<file path="config.mk">
export PLATFORM = sky130hd
export DESIGN_NAME = radix2_quo_denorm_flat
export DESIGN_NICKNAME = d
export VERILOG_FILES = /design/src/rtl/radix2_quo_denorm_if.sv /design/src/rtl/radix2_quo_denorm.sv /design/src/flat_wrapper.sv
export SDC_FILE = /design/constraint.sdc
export NUM_CORES = 1
export LEC_CHECK = 0
export ABC_AREA = 1
export BUFFER_PORTS_ARGS = -buffer_cell sky130_fd_sc_hd__clkbuf_2
export CORE_MARGIN = 1
export CORE_UTILIZATION = 51
export DETAILED_ROUTE_END_ITERATION = 12
export PLACE_DENSITY = 0.69
export SYNTH_ARGS = -nofsm -noshare
export SYNTH_HDL_FRONTEND = slang
export SYNTH_SLANG_ARGS = --single-unit
</file>
<file path="constraint.sdc">
create_clock -name clock -period 1.9 [get_ports clock]
set_input_delay 0.095 -clock clock [delete_from_list [all_inputs] [get_ports clock]]
set_output_delay 0.095 -clock clock [all_outputs]
set_load 0.05 [all_outputs]
</file>
<file path="src/rtl/radix2_quo_denorm_if.sv">
// Handshake and data bundle between the SRT divider, the quotient
// de-normaliser and the downstream result consumer.
interface radix2_quo_denorm_if #(
  parameter int PSIZE = 8,
  parameter int OSIZE = 8
);
  logic             in_valid;
  logic             in_ready;
  logic [PSIZE-1:0] quotient;
  logic [3:0]       quoexp;
  logic             out_valid;
  logic             out_ready;
  logic [OSIZE-1:0] result;
  logic             dz;
  logic             ovf;

  // master side feeds quotients and consumes results
  modport master (
    output in_valid, quotient, quoexp, out_ready,
    input  in_ready, out_valid, result, dz, ovf
  );

  modport slave (
    input  in_valid, quotient, quoexp, out_ready,
    output in_ready, out_valid, result, dz, ovf
  );
endinterface

</file>
<file path="src/rtl/radix2_quo_denorm.sv">
// De-normalises the SRT divider quotient into an OSIZE-bit fixed-point result
// using a one-bit-per-cycle shifter, flagging divide-by-zero and saturation.
module radix2_quo_denorm #(
  parameter  int PSIZE = 8,
  parameter  int DSIZE = 8,
  parameter  int FBITS = 0,
  localparam int OSIZE = DSIZE + FBITS
) (
  input logic                 clock,
  input logic                 rst,
  radix2_quo_denorm_if.slave  bus
);
  localparam int W = PSIZE + OSIZE;
  localparam logic signed [6:0] NET_OFFS = 7'(FBITS - (PSIZE - 1));

  typedef enum logic [1:0] {IDLE, SHIFT, HOLD} state_t;

  state_t           state, state_nxt;
  logic [W-1:0]     acc, acc_nxt, acc_load, acc_shift;
  logic [4:0]       cnt, cnt_nxt, cnt_load;
  logic             left, left_nxt;
  logic             ovf, ovf_nxt, ovf_load, ovf_shift;
  logic             dz, dz_nxt;
  logic [OSIZE-1:0] result, result_nxt;
  logic signed [6:0] net;
  logic [6:0]       net_mag;

  assign net      = $signed({3'b000, bus.quoexp}) + NET_OFFS;
  assign net_mag  = net[6] ? 7'(-net) : 7'(net);
  assign cnt_load = net_mag[4:0];
  assign acc_load = {{OSIZE{1'b0}}, bus.quotient};
  assign ovf_load = |acc_load[W-1:OSIZE];

  // Overflow is sticky: once a one has crossed into the upper bits it stays flagged
  assign acc_shift = left ? (acc << 1) : (acc >> 1);
  assign ovf_shift = ovf | (left & (|acc_shift[W-1:OSIZE]));

  always_comb begin
    state_nxt  = state;
    acc_nxt    = acc;
    cnt_nxt    = cnt;
    left_nxt   = left;
    ovf_nxt    = ovf;
    dz_nxt     = dz;
    result_nxt = result;
    case (state)
      IDLE: begin
        if (bus.in_valid) begin
          acc_nxt  = acc_load;
          cnt_nxt  = cnt_load;
          left_nxt = !net[6];
          dz_nxt   = 1'b0;
          ovf_nxt  = ovf_load;
          if (bus.quoexp == 4'hF) begin
            state_nxt  = HOLD;
            result_nxt = '1;
            dz_nxt     = 1'b1;
            ovf_nxt    = 1'b0;
          end else if (cnt_load == 5'd0) begin
            state_nxt  = HOLD;
            result_nxt = ovf_load ? '1 : acc_load[OSIZE-1:0];
          end else begin
            state_nxt  = SHIFT;
          end
        end
      end
      SHIFT: begin
        acc_nxt = acc_shift;
        cnt_nxt = cnt - 5'd1;
        ovf_nxt = ovf_shift;
        if (cnt == 5'd1) begin
          state_nxt  = HOLD;
          result_nxt = ovf_shift ? '1 : acc_shift[OSIZE-1:0];
        end
      end
      HOLD: begin
        if (bus.out_ready) state_nxt = IDLE;
      end
      default: state_nxt = IDLE;
    endcase
  end

  always_ff @(posedge clock) begin
    if (rst) begin
      state  <= IDLE;
      acc    <= '0;
      cnt    <= '0;
      left   <= 1'b0;
      ovf    <= 1'b0;
      dz     <= 1'b0;
      result <= '0;
    end else begin
      state  <= state_nxt;
      acc    <= acc_nxt;
      cnt    <= cnt_nxt;
      left   <= left_nxt;
      ovf    <= ovf_nxt;
      dz     <= dz_nxt;
      result <= result_nxt;
    end
  end

  assign bus.in_ready  = (state == IDLE) && !rst;
  assign bus.out_valid = (state == HOLD);
  assign bus.result    = result;
  assign bus.dz        = dz;
  assign bus.ovf       = ovf;
endmodule

</file>
<file path="src/flat_wrapper.sv">
// flat-port wrapper written by rule: the top's interface ports become plain ports
module radix2_quo_denorm_flat 
#(
  parameter  int PSIZE = 8,
  parameter  int DSIZE = 8,
  parameter  int FBITS = 0,
  localparam int OSIZE = DSIZE + FBITS
)
  (clock, rst, bus_in_valid, bus_quotient, bus_quoexp, bus_out_ready, bus_in_ready, bus_out_valid, bus_result, bus_dz, bus_ovf);
  radix2_quo_denorm_if #(.PSIZE(PSIZE), .OSIZE(8)) bus_i ();
  input logic clock;
  input logic rst;
  input wire logic [$bits(bus_i.in_valid)-1:0] bus_in_valid;
  input wire logic [$bits(bus_i.quotient)-1:0] bus_quotient;
  input wire logic [$bits(bus_i.quoexp)-1:0] bus_quoexp;
  input wire logic [$bits(bus_i.out_ready)-1:0] bus_out_ready;
  output wire logic [$bits(bus_i.in_ready)-1:0] bus_in_ready;
  output wire logic [$bits(bus_i.out_valid)-1:0] bus_out_valid;
  output wire logic [$bits(bus_i.result)-1:0] bus_result;
  output wire logic [$bits(bus_i.dz)-1:0] bus_dz;
  output wire logic [$bits(bus_i.ovf)-1:0] bus_ovf;
  assign bus_i.in_valid = bus_in_valid;
  assign bus_i.quotient = bus_quotient;
  assign bus_i.quoexp = bus_quoexp;
  assign bus_i.out_ready = bus_out_ready;
  assign bus_in_ready = bus_i.in_ready;
  assign bus_out_valid = bus_i.out_valid;
  assign bus_result = bus_i.result;
  assign bus_dz = bus_i.dz;
  assign bus_ovf = bus_i.ovf;
  radix2_quo_denorm #(.PSIZE(PSIZE), .DSIZE(DSIZE), .FBITS(FBITS)) u_core (.clock(clock), .rst(rst), .bus(bus_i));
endmodule
</file>
==> run metrics <==
post-route setup TNS=0 ns; Initial Util=0.5418; clock sink total=34; Site Rows=22; mapped cell area=0.002013 mm^2; Synth cell types=27; Top delay family on crit path=simple AND/OR/NAND/NOR gates; GRT Util Overall=0.2230; leakage power=1.165 nW; Port-buffer cells=27; Yosys warnings=0; global-route wire length before repair=7279 um; final antenna-violating net count=0; post-synth top area cell=dfxtp_1; RSZ-0062 raised after global routing=no; Syn Inst Count=319; initial antenna violation count=0; Crit. Startpoint=u_core.left$_SDFFE_PP0P_; final hold vios=0; Yosys top cell area share=0.3381; dpl hpwl=3082 um; Vias/cell=4.939; startpoint types=flop; WP data arrival=1.74 ns; CP Depth=12; Critical Path End=u_core.bus.result[0]$_SDFFE_PP0P_; Avg WL per Cell=10.74 um; largest net degree at the start of global routing=28; grt ovf=0; Worst VDD drop=0.6357 mV; # diodes=0; synthesized area per cell=6.311 um^2; Reg-to-Reg Start=u_core.left$_SDFFE_PP0P_; Yosys reg bits=34; CTS tree=done; Clk pin slew, worst setup/hold paths=0.07 ns; Crit path largest cell delay=0.35 ns; Hold Crit Class=primary input to flop; worst slew pin tran=0.4155 ns; layout cells sized above 1=0.1618; WS Path Type=flop to flop; routed wire length=4230 um; Final Power=3.746 mW; post-CTS resize count=0; RR Endpoint=u_core.bus.result[0]$_SDFFE_PP0P_; Die Ht=64.83 um; RePlAce Congestion=0.8012; CTS Root Cell=clkbuf_8; H-tree levels=2; Crit-path slowest cell=dfxtp_1; fin crit share=0.8232; worst path cell trace=inv_2 > nand2_1 > nand2_1 > nand2_1 > nor2_1 > nand2_1 > nand2_1 > nand2_1 > nand2_2 > nand2_1 > nor2_1 > nor2_1; Relative slew margins=0.7226; endpoints failing setup=0; Worst setup EP type=flop; sequential area share after synthesis=0.3381; CP required=2.08 ns; Iteration-0 DRC Markers=101; R2R Setup Slk=0.34 ns; IO Pins=28; Worst-Skew Late Latency=0.28 ns; Max-Cap Viols=0; Worst path most repeated cell=nand2_1; top post-synthesis cells by area=dfxtp_1, nand2_1, inv_1; vias in the first global route=1722; final clock skew=0.001638 ns; P&R area growth vs syn=12.18%; Bufs on Longest Clock Path=2; Post CTS Setup Buffer Count=0; Max Fclk=0.6393 GHz; core region area=0.003716 mm^2; Bufs and invs on worst path=1; Post-layout nets=364; Slew Viols, Final=0; Post-Syn Nets=338; CP Max Fanout=18; # DRC=0; die area=0.004203 mm^2; Register-to-Register Path Depth=12; hold_buf cts=0; Cell Pwr Density=1658 mW/mm^2; status=complete, no violations; drt pass-1 iters=4; crit path time final=1.564 ns; die width=64.83 um; TritonCTS buffer count=5; total number of vias=1946
==> per-stage QoR <==
| stage | cells | worst slack (ns) | utilization | cell area, um^2 | hold slack [ns] |
|---|---|---|---|---|---|
| final | 394 | 0.3359 | 0.6077 | 2258 | 0.02772 |
| after global placement | 386 | 0.3442 | 0.5781 | 2148 | 0.3230 |
| after detailed placement | 386 | 0.3368 | 0.5781 | 2148 | 0.3276 |
| after global routing | 394 | 0.1204 | 0.6077 | 2258 | 0.04609 |
| after floorplan | 319 | 0.5639 | - | 2013 | 0.2512 |
| after CTS | 394 | 0.3230 | 0.6077 | 2258 | 0.03100 |
==> cell usage after synthesis <==
library cell,n
o211ai_1,4
nand3_2,2
o21ai_1,4
inv_1,58
nand3_1,20
o22ai_1,1
nand2_2,5
nor2_2,2
nand2_4,1
a21oi_2,2
nor2_1,35
o31ai_1,1
dfxtp_1,34
nor3_1,1
buf_4,3
ha_1,3
o21ai_0,23
xor2_1,3
inv_2,4
a21oi_1,27
nor2_4,1
nand2_1,74
a211oi_1,1
a31oi_1,1
buf_2,3
buf_6,4
clkbuf_1,2
==> power by group <==
part | internal (mW) | switching (mW) | total [mW] | leakage, nW
combinational | 0.588 | 1.39 | 1.97 | 0.828
clock | 0.366 | 0.261 | 0.627 | 0.0575
sequential | 0.971 | 0.174 | 1.15 | 0.279
total | 1.93 | 1.82 | 3.75 | 1.16
==> worst register-to-register path, stage by stage, from the launching register on <==
cell and delay, ns:
dfxtp_1 0.35, inv_2 0.24, nand2_1 0.12, nand2_1 0.08, nand2_1 0.05, nor2_1 0.10, nand2_1 0.06, nand2_1 0.05
nand2_1 0.05, nand2_2 0.14, nand2_1 0.07, nor2_1 0.11, nor2_1 0.06
==> state kept, by name (all words and copies together), names as in the netlist <==
name,count
u_core.bus.result,8
u_core.left,1
u_core.bus.dz,1
u_core.state,2
u_core.acc,16
u_core.bus.ovf,1
u_core.cnt,5
==> per-layer routing <==
metal	track usage	share of wire	up-vias
li1	-	-	1041
met1	0.2839	0.50	866
met2	0.3711	0.45	34
met3	0.04754	0.035	5
met4	0.07222	0.010	0
met5	0	0	-
==> final cells by class <==
class	instances	area (um^2)
well taps	48	60.06
fillers	389	1458
flip-flops and latches	34	680.7
repair buffers	31	165.2
inverters	62	232.7
clock buffers	8	110.1
multi-input cells	211	1010
==> worst min path at each step <==
| stage | start | end | slack [ns] | cells after the start |
|---|---|---|---|---|
| finish | rst | u_core.state[1]$_SDFFE_PP0P_ | 0.03 | 2 |
| detailed placement | rst | u_core.state[1]$_SDFFE_PP0P_ | 0.33 | 2 |
| floorplan | rst | u_core.acc[2]$_SDFFE_PP0P_ | 0.25 | 3 |
| global route | rst | u_core.state[1]$_SDFFE_PP0P_ | 0.05 | 2 |
| global placement | rst | u_core.state[1]$_SDFFE_PP0P_ | 0.32 | 2 |
| CTS | rst | u_core.state[1]$_SDFFE_PP0P_ | 0.03 | 2 |
==> kinds of logic (layout without fill, tap and decap cells) <==
group                    after synthesis  after routing  share of synthesized area
AO/OA/AOI/OAI                         64             64                     0.1715
XOR/XNOR                               3              3                    0.01305
adder cells (fa/ha/maj)                3              3                    0.01865
buffers and inverters                 74            101                     0.1603
flip-flops                            34             34                     0.3381
AND/OR/NAND/NOR                      141            141                     0.2983
==> layout by cell type (no fill, tap or decap) <==
cell type   n
nand2_1    74
inv_1      58
nor2_1     35
dfxtp_1    34
a21oi_1    27
clkbuf_2   27
o21ai_0    23
nand3_1    20
clkbuf_8    8
nand2_2     5
inv_2       4
o21ai_1     4
o211ai_1    4
buf_4       4
xor2_1      3
ha_1        3
nand3_2     2
nor2_2      2
a21oi_2     2
nor2_4      1
nand2_4     1
o31ai_1     1
o22ai_1     1
a211oi_1    1
nor3_1      1
a31oi_1     1
Note: power is estimated with default switching activity, not from simulation.
